--- config.mk ---
export PLATFORM = sky130hd
export DESIGN_NAME = lv_hv_adc_rd_req
export DESIGN_NICKNAME = d
export VERILOG_FILES = /design/src/rtl/lv_hv_adc_rd_req_pkg.sv /design/src/rtl/lv_hv_adc_rd_req.sv
export SDC_FILE = /design/constraint.sdc
export NUM_CORES = 1
export LEC_CHECK = 0
export ABC_AREA = 1
export BUFFER_PORTS_ARGS = -buffer_cell sky130_fd_sc_hd__buf_2
export CAP_MARGIN = 5
export CELL_PAD_IN_SITES_DETAIL_PLACEMENT = 1
export CELL_PAD_IN_SITES_GLOBAL_PLACEMENT = 1
export CORE_MARGIN = 2
export CORE_UTILIZATION = 39
export DETAILED_ROUTE_END_ITERATION = 6
export PLACE_DENSITY_LB_ADDON = 0.1
export SYNTH_ARGS = -nofsm -noshare
export SYNTH_HDL_FRONTEND = slang
export SYNTH_SLANG_ARGS = --single-unit
--- constraint.sdc ---
create_clock -name i_clk -period 1.9 [get_ports i_clk]
set_clock_uncertainty 0.2 [all_clocks]
set_input_delay 0.19 -clock i_clk [delete_from_list [all_inputs] [get_ports i_clk]]
set_output_delay 0.19 -clock i_clk [all_outputs]
set_load 0.02 [all_outputs]
--- src/rtl/lv_hv_adc_rd_req_pkg.sv ---
// Shared OWT command layout, HV ADC register address and the readback FSM state type
// for the LV-side ADC readback initiator.
package lv_hv_adc_rd_req_pkg;

   localparam int unsigned LV_OWT_CMD_BIT_NUM = 8;
   localparam int unsigned LV_REG_AW          = LV_OWT_CMD_BIT_NUM - 1;

   localparam logic [LV_REG_AW-1:0] LV_ADC_REG_ADDR = 7'h1F;

   typedef enum logic [1:0] {
      ST_IDLE     = 2'd0,
      ST_REQ      = 2'd1,
      ST_WAIT_RSP = 2'd2,
      ST_GAP      = 2'd3
   } lv_adc_rd_state_e;

endpackage

--- src/rtl/lv_hv_adc_rd_req.sv ---
// LV-side initiator that periodically reads the HV ADC register over OWT, supervising
// reply timeout and retries, and reporting done/error/sticky-fail to LV control.
module lv_hv_adc_rd_req
   import lv_hv_adc_rd_req_pkg::*;
#(
   parameter int unsigned                  OWT_CMD_BIT_NUM = LV_OWT_CMD_BIT_NUM,
   parameter logic [OWT_CMD_BIT_NUM-2:0]   ADC_REG_ADDR    = LV_ADC_REG_ADDR,
   parameter int unsigned                  POLL_PERIOD_CYC = 1000,
   parameter int unsigned                  RSP_TIMEOUT_CYC = 200,
   parameter int unsigned                  MAX_RETRY       = 2
) (
   input  logic                       i_clk,
   input  logic                       i_rst_n,
   input  logic                       i_poll_en,
   output logic                       o_owt_tx_req,
   output logic [OWT_CMD_BIT_NUM-1:0] o_owt_tx_cmd,
   input  logic                       i_owt_tx_ack,
   input  logic                       i_owt_rx_ack,
   input  logic [OWT_CMD_BIT_NUM-1:0] i_owt_rx_cmd,
   input  logic                       i_owt_rx_status,
   output logic                       o_rd_done,
   output logic                       o_rd_err,
   output logic                       o_comm_fail,
   output logic                       o_busy
);

   localparam int TMO_W   = $clog2(RSP_TIMEOUT_CYC + 1);
   localparam int GAP_W   = $clog2(POLL_PERIOD_CYC + 1);
   localparam int RETRY_W = (MAX_RETRY == 0) ? 1 : $clog2(MAX_RETRY + 1);

   localparam logic [TMO_W-1:0]   TMO_LAST  = TMO_W'(RSP_TIMEOUT_CYC - 1);
   localparam logic [GAP_W-1:0]   GAP_LAST  = GAP_W'(POLL_PERIOD_CYC - 1);
   localparam logic [RETRY_W-1:0] RETRY_MAX = RETRY_W'(MAX_RETRY);

   localparam logic [OWT_CMD_BIT_NUM-1:0] RD_CMD  = {1'b0, ADC_REG_ADDR};
   localparam logic [OWT_CMD_BIT_NUM-1:0] RSP_CMD = {1'b1, ADC_REG_ADDR};

   lv_adc_rd_state_e state, state_nxt;

   logic [TMO_W-1:0]   tmo_cnt;
   logic [GAP_W-1:0]   gap_cnt;
   logic [RETRY_W-1:0] retry_cnt;

   logic rsp_match;
   logic ok_evt;
   logic fail_evt;
   logic retry_exhausted;
   logic final_fail;

   // A good reply wins over a timeout landing in the same cycle.
   assign rsp_match       = i_owt_rx_ack & ~i_owt_rx_status & (i_owt_rx_cmd == RSP_CMD);
   assign ok_evt          = (state == ST_WAIT_RSP) & rsp_match;
   assign fail_evt        = (state == ST_WAIT_RSP) & ~rsp_match &
                            ((i_owt_rx_ack & i_owt_rx_status) | (tmo_cnt == TMO_LAST));
   assign retry_exhausted = (retry_cnt >= RETRY_MAX);
   assign final_fail      = fail_evt & retry_exhausted;

   always_comb begin
      state_nxt = state;
      unique case (state)
         ST_IDLE: begin
            if (i_poll_en) state_nxt = ST_REQ;
         end
         ST_REQ: begin
            if (i_owt_tx_ack) state_nxt = ST_WAIT_RSP;
         end
         ST_WAIT_RSP: begin
            if (ok_evt || final_fail) state_nxt = i_poll_en ? ST_GAP : ST_IDLE;
            else if (fail_evt)        state_nxt = ST_REQ;
         end
         ST_GAP: begin
            if (!i_poll_en)               state_nxt = ST_IDLE;
            else if (gap_cnt == GAP_LAST) state_nxt = ST_REQ;
         end
         default: state_nxt = ST_IDLE;
      endcase
   end

   // Counters clear outside their own state and saturate rather than wrap.
   always_ff @(posedge i_clk) begin
      if (!i_rst_n) begin
         state       <= ST_IDLE;
         tmo_cnt     <= '0;
         gap_cnt     <= '0;
         retry_cnt   <= '0;
         o_rd_done   <= 1'b0;
         o_rd_err    <= 1'b0;
         o_comm_fail <= 1'b0;
      end else begin
         state     <= state_nxt;
         o_rd_done <= ok_evt;
         o_rd_err  <= final_fail;

         if (ok_evt)          o_comm_fail <= 1'b0;
         else if (final_fail) o_comm_fail <= 1'b1;

         if (state != ST_WAIT_RSP)  tmo_cnt <= '0;
         else if (tmo_cnt != TMO_LAST) tmo_cnt <= tmo_cnt + 1'b1;

         if (state != ST_GAP)          gap_cnt <= '0;
         else if (gap_cnt != GAP_LAST) gap_cnt <= gap_cnt + 1'b1;

         if (ok_evt || final_fail) retry_cnt <= '0;
         else if (fail_evt)        retry_cnt <= retry_cnt + 1'b1;
      end
   end

   assign o_owt_tx_req = (state == ST_REQ);
   assign o_owt_tx_cmd = o_owt_tx_req ? RD_CMD : '0;
   assign o_busy       = (state == ST_REQ) || (state == ST_WAIT_RSP);

endmodule

==> results of run 1 <==
-- cell type report --
type | instances | area (um2)
fillers | 470 | 1996
well taps | 48 | 60.06
clock inverters | 1 | 7.507
multi-input cells | 134 | 777.0
flip-flops and latches | 25 | 504.2
repair buffers | 23 | 115.1
clock buffers | 3 | 41.29
inverters | 28 | 105.1
-- cell families after synthesis --
family | share of synthesized area [%]
AND/OR/NAND/NOR | 31.04
buffers and inverters | 11.86
AO/OA/AOI/OAI | 13.17
flip-flops | 34.87
adder cells (fa/ha/maj) | 6.975
XOR/XNOR | 1.831
other | 0.2613
-- per-stage QoR --
step                util, %  instance area [um2]  std cells  total power [mW]  setup WS (ps)
floorplan                 -                 1443        196             1.019          272.8
global placement      43.06                 1553        258             1.066          205.5
detailed placement    43.06                 1553        258             1.076          155.9
CTS                   44.41                 1602        262             1.402          132.3
global route          44.66                 1610        262             1.485          12.29
finish                44.66                 1610        262             1.386          207.9
-- worst max-delay path: stages, from the launching register on --
cell,delay [ps]
dfxtp_1,370
ha_2,220
nand2_1,60
nor2_1,150
nand3_2,160
a21oi_4,180
nand3_1,80
a21oi_1,120
nor2_1,60
-- power groups by stage --
stage / sequential (mW) / clock [mW] / combinational (mW)
2_1_floorplan: 0.582 / 0 / 0.437
3_3_place_gp: 0.589 / 0 / 0.477
3_5_place_dp: 0.591 / 0 / 0.485
4_1_cts: 0.579 / 0.337 / 0.487
5_1_grt: 0.586 / 0.362 / 0.537
6_report: 0.581 / 0.322 / 0.483
-- path summary, 6_finish.rpt --
| kind | slack (ps) | end | cells after the start | start |
|---|---|---|---|---|
| worst min-delay path | 10 | state[1] | 3 | i_poll_en |
| worst max register to register | 210 | state[0] | 8 | gap_cnt[1] |
| worst max-delay path | 210 | state[0] | 8 | gap_cnt[1] |
| worst min register to register | 260 | gap_cnt[0] | 1 | gap_cnt[0] |
-- cell usage after synthesis --
master and number:
nor3_4 1, nor3_1 1, nor2_1 15, xor2_1 1, nand3_2 3, nand2_2 4
or3_1 2, a21oi_4 1, buf_2 1, buf_4 8, inv_2 4, nand4_2 1
ha_1 8, a31oi_1 1, nand2_1 36, inv_1 24, nor2_4 1, xnor2_1 2
o22ai_1 1, nand2_4 1, nand3_1 11, or2_2 1, a21oi_2 2, conb_1 1
a211oi_1 1, dfxtp_1 25, nand4_1 3, or2_0 2, a21oi_1 17, nor2_2 6
o21a_1 2, o21ai_0 7
-- repair_timing --
| action | 4_1_cts | 5_1_grt |
|---|---|---|
| setup buffers | 0 | 0 |
| gates resized for setup | 0 | 5 |
| endpoints found under the setup margin | 0 | 4 |
| endpoints found under the hold margin | 0 | 0 |
-- layer usage --
layer | global-route usage, % | share of wire (%) | vias up
li1 | - | - | 646
met1 | 20.28 | 47 | 606
met2 | 29.17 | 49 | 18
met3 | 2.257 | 3.1 | 4
met4 | 4.787 | 0.87 | 0
met5 | 0 | 0 | -
-- registers in the layout, summed over array words and instances (netlist names) --
name	count
gap_cnt	10
tmo_cnt	8
retry_cnt	2
state	2
o_comm_fail	1
o_rd_done	1
o_rd_err	1
==> summary.md, run 1 <==
| Metric | Value |
|---|---|
| Die ar. | `4181 um2` |
| Outcome | `complete, no violations` |
| Most frequent cells in the layout | `nand2_1 (36), inv_1 (24), buf_2 (23)` |
| TNS Setup | `0 ps` |
| Cell Area, Synth | `1435 um2` |
| Clock power share | `23.2%` |
| Violation count after the first detailed-routing iteration | `47` |
| Worst-Skew Late Latency | `270 ps` |
| Total CTS buffers | `3` |
| Slew Limit Fails | `0` |
| Bufs on Longest Clock Path | `2` |
| WHS | `10.66 ps` |
| Port Buf Inserts | `23` |
| Avg Cell Area, Syn | `7.398 um2` |
| Core Area | `3606 um2` |
| Sw frac | `37.27%` |
| Synth unique cells | `32` |
| Crit Path Class | `flop to flop` |
| DIE WIDTH | `64.66 um` |
| Crit path DAT | `1660 ps` |
| Clock-pin slew on the worst setup and hold paths | `90 ps` |
| Largest area contributor in the netlist | `dfxtp_1` |
| Grt ovf | `0` |
| Post-route ant nets | `0` |
| Layout Nets | `237` |
| Yosys Warn Count | `0` |
| Fin crit share | `89.06%` |
| Largest net degree at the start of global routing | `16` |
| Hold bufs inserted after CTS | `0` |
| RD Place Congestion | `0.8665` |
| Wire per inst | `11.35 um` |
| Reg power frac | `41.9%` |
| CTS tree | `built` |
| Commonest non-fill, non-tap cell in the layout | `nand2_1` |
| CP required | `1870 ps` |
| Pre-antenna DRT Iters | `4` |
| Share of the synthesized area in the top cell type | `34.87%` |
| Vias per cell | `4.863` |
| Initial Utilization | `39.80%` |
| Root buffer cell | `clkbuf_8` |
| Die height | `64.66 um` |
| Drt drc | `0` |
| Final WL | `2975 um` |
| Gate Count Post-Synth | `194` |
| Cell types occupying the most area after synthesis | `dfxtp_1 (35%), nand2_1 (9.4%), ha_1 (7.0%), inv_1 (6.3%), a21oi_1 (5.9%)` |
| Fmax achieved | `591.0 MHz` |
| CP max FO | `4` |
| Yosys reg bits | `25` |
| Post-route minimum period | `1692 ps` |
| Max Cap Viol | `0` |
| Io pins | `27` |
| Area Overhead vs Synth | `12.21%` |
| Total power per unit cell area | `860.8 nW/um2` |
| RSZ-0062 raised after global routing | `no` |
| Final hold violation count | `0` |
| Element type at the critical path end | `flop` |
| Crit path launch type | `flop` |
| First-pass GRT wire length | `5409 um` |
| VDD IR max | `539.3 uV` |
| CTS H-tree depth | `1` |
| # setup viols final | `0` |
| Row count | `22` |
| Initial antenna violation count | `0` |
| Vias after detailed routing | `1274` |
| Clock sinks | `25` |
| Dpl hpwl | `2482 um` |
| Proportion of layout cells with a drive suffix above 1 | `26.64%` |
| Tot GR Track Use | `16.29%` |
| Logic gate share of total power | `34.9%` |
| HP Class | `primary input to flop` |
| Sw Pwr | `0.5166 mW` |
| Static Leak | `0.7170 nW` |
| N_diodes | `0` |
| Int Power | `0.8695 mW` |
| Sequential share of the synthesized area | `34.87%` |
| Number of global-route vias before repair | `1270` |
(Power assumes the default switching activity.)
==> run 2: changes to the inputs <==
==> constraint.sdc (replaced) <==
create_clock -name i_clk -period 1.8 [get_ports i_clk]
set_clock_uncertainty 0.2 [all_clocks]
set_input_delay 0.18 -clock i_clk [delete_from_list [all_inputs] [get_ports i_clk]]
set_output_delay 0.18 -clock i_clk [all_outputs]
set_load 0.02 [all_outputs]
==> summary.md, run 2 (synthesized netlist as in run 1, its figures left out) <==
| Metric | Value |
|---|---|
| Proportion of layout cells with a drive suffix above 1 | `28.77% (was 26.64%)` |
| Dpl hpwl | `2562 um (was 2482 um)` |
| Layout Nets | `242 (was 237)` |
| CP max FO | `7 (was 4)` |
| Total CTS buffers | `3 (unchanged)` |
| Static Leak | `0.7377 nW (was 0.7170 nW)` |
| Wire per inst | `11.73 um (was 11.35 um)` |
| Crit path DAT | `1690 ps (was 1660 ps)` |
| CTS H-tree depth | `1 (unchanged)` |
| Non-filler cells in the finished layout | `267 (was 262)` |
| Grt met1 use | `20.91% (was 20.28%)` |
| # setup viols final | `0 (unchanged)` |
| Fin util | `46.29% (was 44.66%)` |
| Post-Place Cells | `259 (was 258)` |
| Crit path launch type | `flop (unchanged)` |
| Fin area | `1669 um2 (was 1610 um2)` |
| Slew Limit Fails | `0 (unchanged)` |
| Row count | `22 (unchanged)` |
| Clock-pin slew on the worst setup and hold paths | `90 ps (about the same)` |
| Max FFs per register | `10 (unchanged)` |
| Pre-antenna DRT Iters | `4 (unchanged)` |
| First-pass GRT wire length | `5616 um (was 5409 um)` |
| RD Place Congestion | `0.8165 (was 0.8665)` |
| Met3 usage | `2.257% (unchanged)` |
| HP Class | `primary input to flop (unchanged)` |
| Initial Utilization | `39.80% (unchanged)` |
| Root buffer cell | `clkbuf_8 (unchanged)` |
| Critical R2R Launch | `state[0] (was gap_cnt[1])` |
| Final hold violation count | `0 (unchanged)` |
| Element type at the critical path end | `flop (unchanged)` |
| Final setup margin | `114.1 ps (was 207.9 ps)` |
| Crit Path Class | `flop to flop (unchanged)` |
| Initial antenna violation count | `0 (unchanged)` |
| Post-route minimum period | `1686 ps (was 1692 ps)` |
| Tot GR Track Use | `16.80% (was 16.29%)` |
| Largest net degree at the start of global routing | `16 (unchanged)` |
| Max Cap Viol | `0 (unchanged)` |
| Reg2reg setup slack | `110 ps (was 210 ps)` |
| Biggest regs | `gap_cnt: 10 flops, tmo_cnt: 8 flops (unchanged)` |
| Violation count after the first detailed-routing iteration | `42 (was 47)` |
| DIE WIDTH | `64.66 um (unchanged)` |
| Port Buf Inserts | `23 (unchanged)` |
| Total power per unit cell area | `894.7 nW/um2 (was 860.8 nW/um2)` |
| WHS | `53.65 ps (was 10.66 ps)` |
| Most frequent cells in the layout | `nand2_1 (36), inv_1 (24), buf_2 (23) (unchanged)` |
| Commonest non-fill, non-tap cell in the layout | `nand2_1 (unchanged)` |
| Crit path to | `retry_cnt[1] (was state[0])` |
| Area Overhead vs Synth | `16.30% (was 12.21%)` |
| Dpl ws | `58.85 ps (was 155.9 ps)` |
| Fmax achieved | `593.2 MHz (was 591.0 MHz)` |
| Setup crit start | `state[0] (was gap_cnt[1])` |
| R2R depth | `7 (was 8)` |
| CP required | `1810 ps (was 1870 ps)` |
| Die height | `64.66 um (unchanged)` |
| Vias per cell | `4.764 (was 4.863)` |
| Clock sinks | `25 (unchanged)` |
| N_diodes | `0 (unchanged)` |
| Placement Cell Area | `1560 um2 (was 1553 um2)` |
| Reg2Reg Capture Point | `retry_cnt[1] (was state[0])` |
| Post-route ant nets | `0 (unchanged)` |
| Core Area | `3606 um2 (unchanged)` |
| Reg with most FFs | `gap_cnt (unchanged)` |
| Bufs on Longest Clock Path | `2 (unchanged)` |
| Final WL | `3132 um (was 2975 um)` |
| RSZ-0062 raised after global routing | `yes (was no)` |
| Number of global-route vias before repair | `1337 (was 1270)` |
| GR Layer Usage met2 | `29.82% (was 29.17%)` |
| Min-Delay Startpoint | `i_owt_rx_status (was i_poll_en)` |
| Drt drc | `0 (unchanged)` |
| CTS tree | `built (unchanged)` |
| Vias after detailed routing | `1272 (was 1274)` |
| VDD IR max | `556.8 uV (was 539.3 uV)` |
| Gr busiest metal | `met2 (unchanged)` |
| Io pins | `27 (unchanged)` |
| Die ar. | `4181 um2 (unchanged)` |
| Fin crit share | `93.66% (was 89.06%)` |
| Grt ovf | `0 (unchanged)` |
| Outcome | `complete, no violations (unchanged)` |
| Worst-Skew Late Latency | `270 ps (about the same)` |
## run 2: changes by cell type in the layout (fill, tap and decap cells not counted)
cell / previous run / this run
buf_4: 0 / 3
dlygate4sd3_1: 0 / 2
dfxtp_1: 22 / 21
dfxtp_2: 3 / 4
ha_1: 6 / 5
ha_4: 0 / 1
nor2_1: 15 / 14
nor2_2: 6 / 7
or2_0: 2 / 1
or2_1: 0 / 1
## run 2: what timing repair did
| action | in CTS | in global routing |
|---|---|---|
| hold buffers | 2 | 0 |
| buffers inserted | 0 | 2 |
| gates resized for setup | 0 | 10 |
| endpoints found under the setup margin | 0 | 4 |
| hold endpoints to repair | 2 | 0 |
## run 2: power breakdown
part	internal [mW]	total [mW]	switching (mW)
combinational	0.191	0.538	0.348
clock	0.157	0.340	0.183
sequential	0.583	0.615	0.0322
total	0.930	1.49	0.563
## run 2: routing by layer
layer	wire length (um)	share of wire, %	vias to the layer above
met5	0	0	-
met3	82	2.6	4
met1	1509	48	591
met4	36	1.1	0
met2	1504	48	16
li1	-	-	661
## run 2: critical path: stages, from the launching register on
cell and delay [ps]:
dfxtp_1 360, inv_1 150, ha_2 290, inv_1 100, nor2_4 140, nand2_2 70
or2_0 210, a21oi_2 110
## run 2: how the worst min path moves through the flow
stage | endpoint | slack (ps) | cells past startpoint
global placement | o_comm_fail | 250 | 2
CTS | o_rd_done | 50 | 4
detailed placement | o_comm_fail | 240 | 2
finish | o_rd_done | 50 | 4
global route | o_rd_done | 90 | 4
floorplan | state[1] | 120 | 2
## run 2: per-stage QoR
stage	total power, mW	setup TNS (ps)
4_1_cts	1.508	0
3_5_place_dp	1.156	0
5_1_grt	1.601	-51.38
2_1_floorplan	1.076	0
3_3_place_gp	1.127	0
6_report	1.493	0
## run 2: final cells by class
class,count,area [um2]
Inverter,28,105.1
Multi-Input combinational cell,134,792.0
Sequential cell,25,505.5
Fill cell,476,1937
Tap cell,48,60.06
Clock inverter,1,7.507
Clock buffer,3,41.29
Timing Repair Buffer,28,157.7
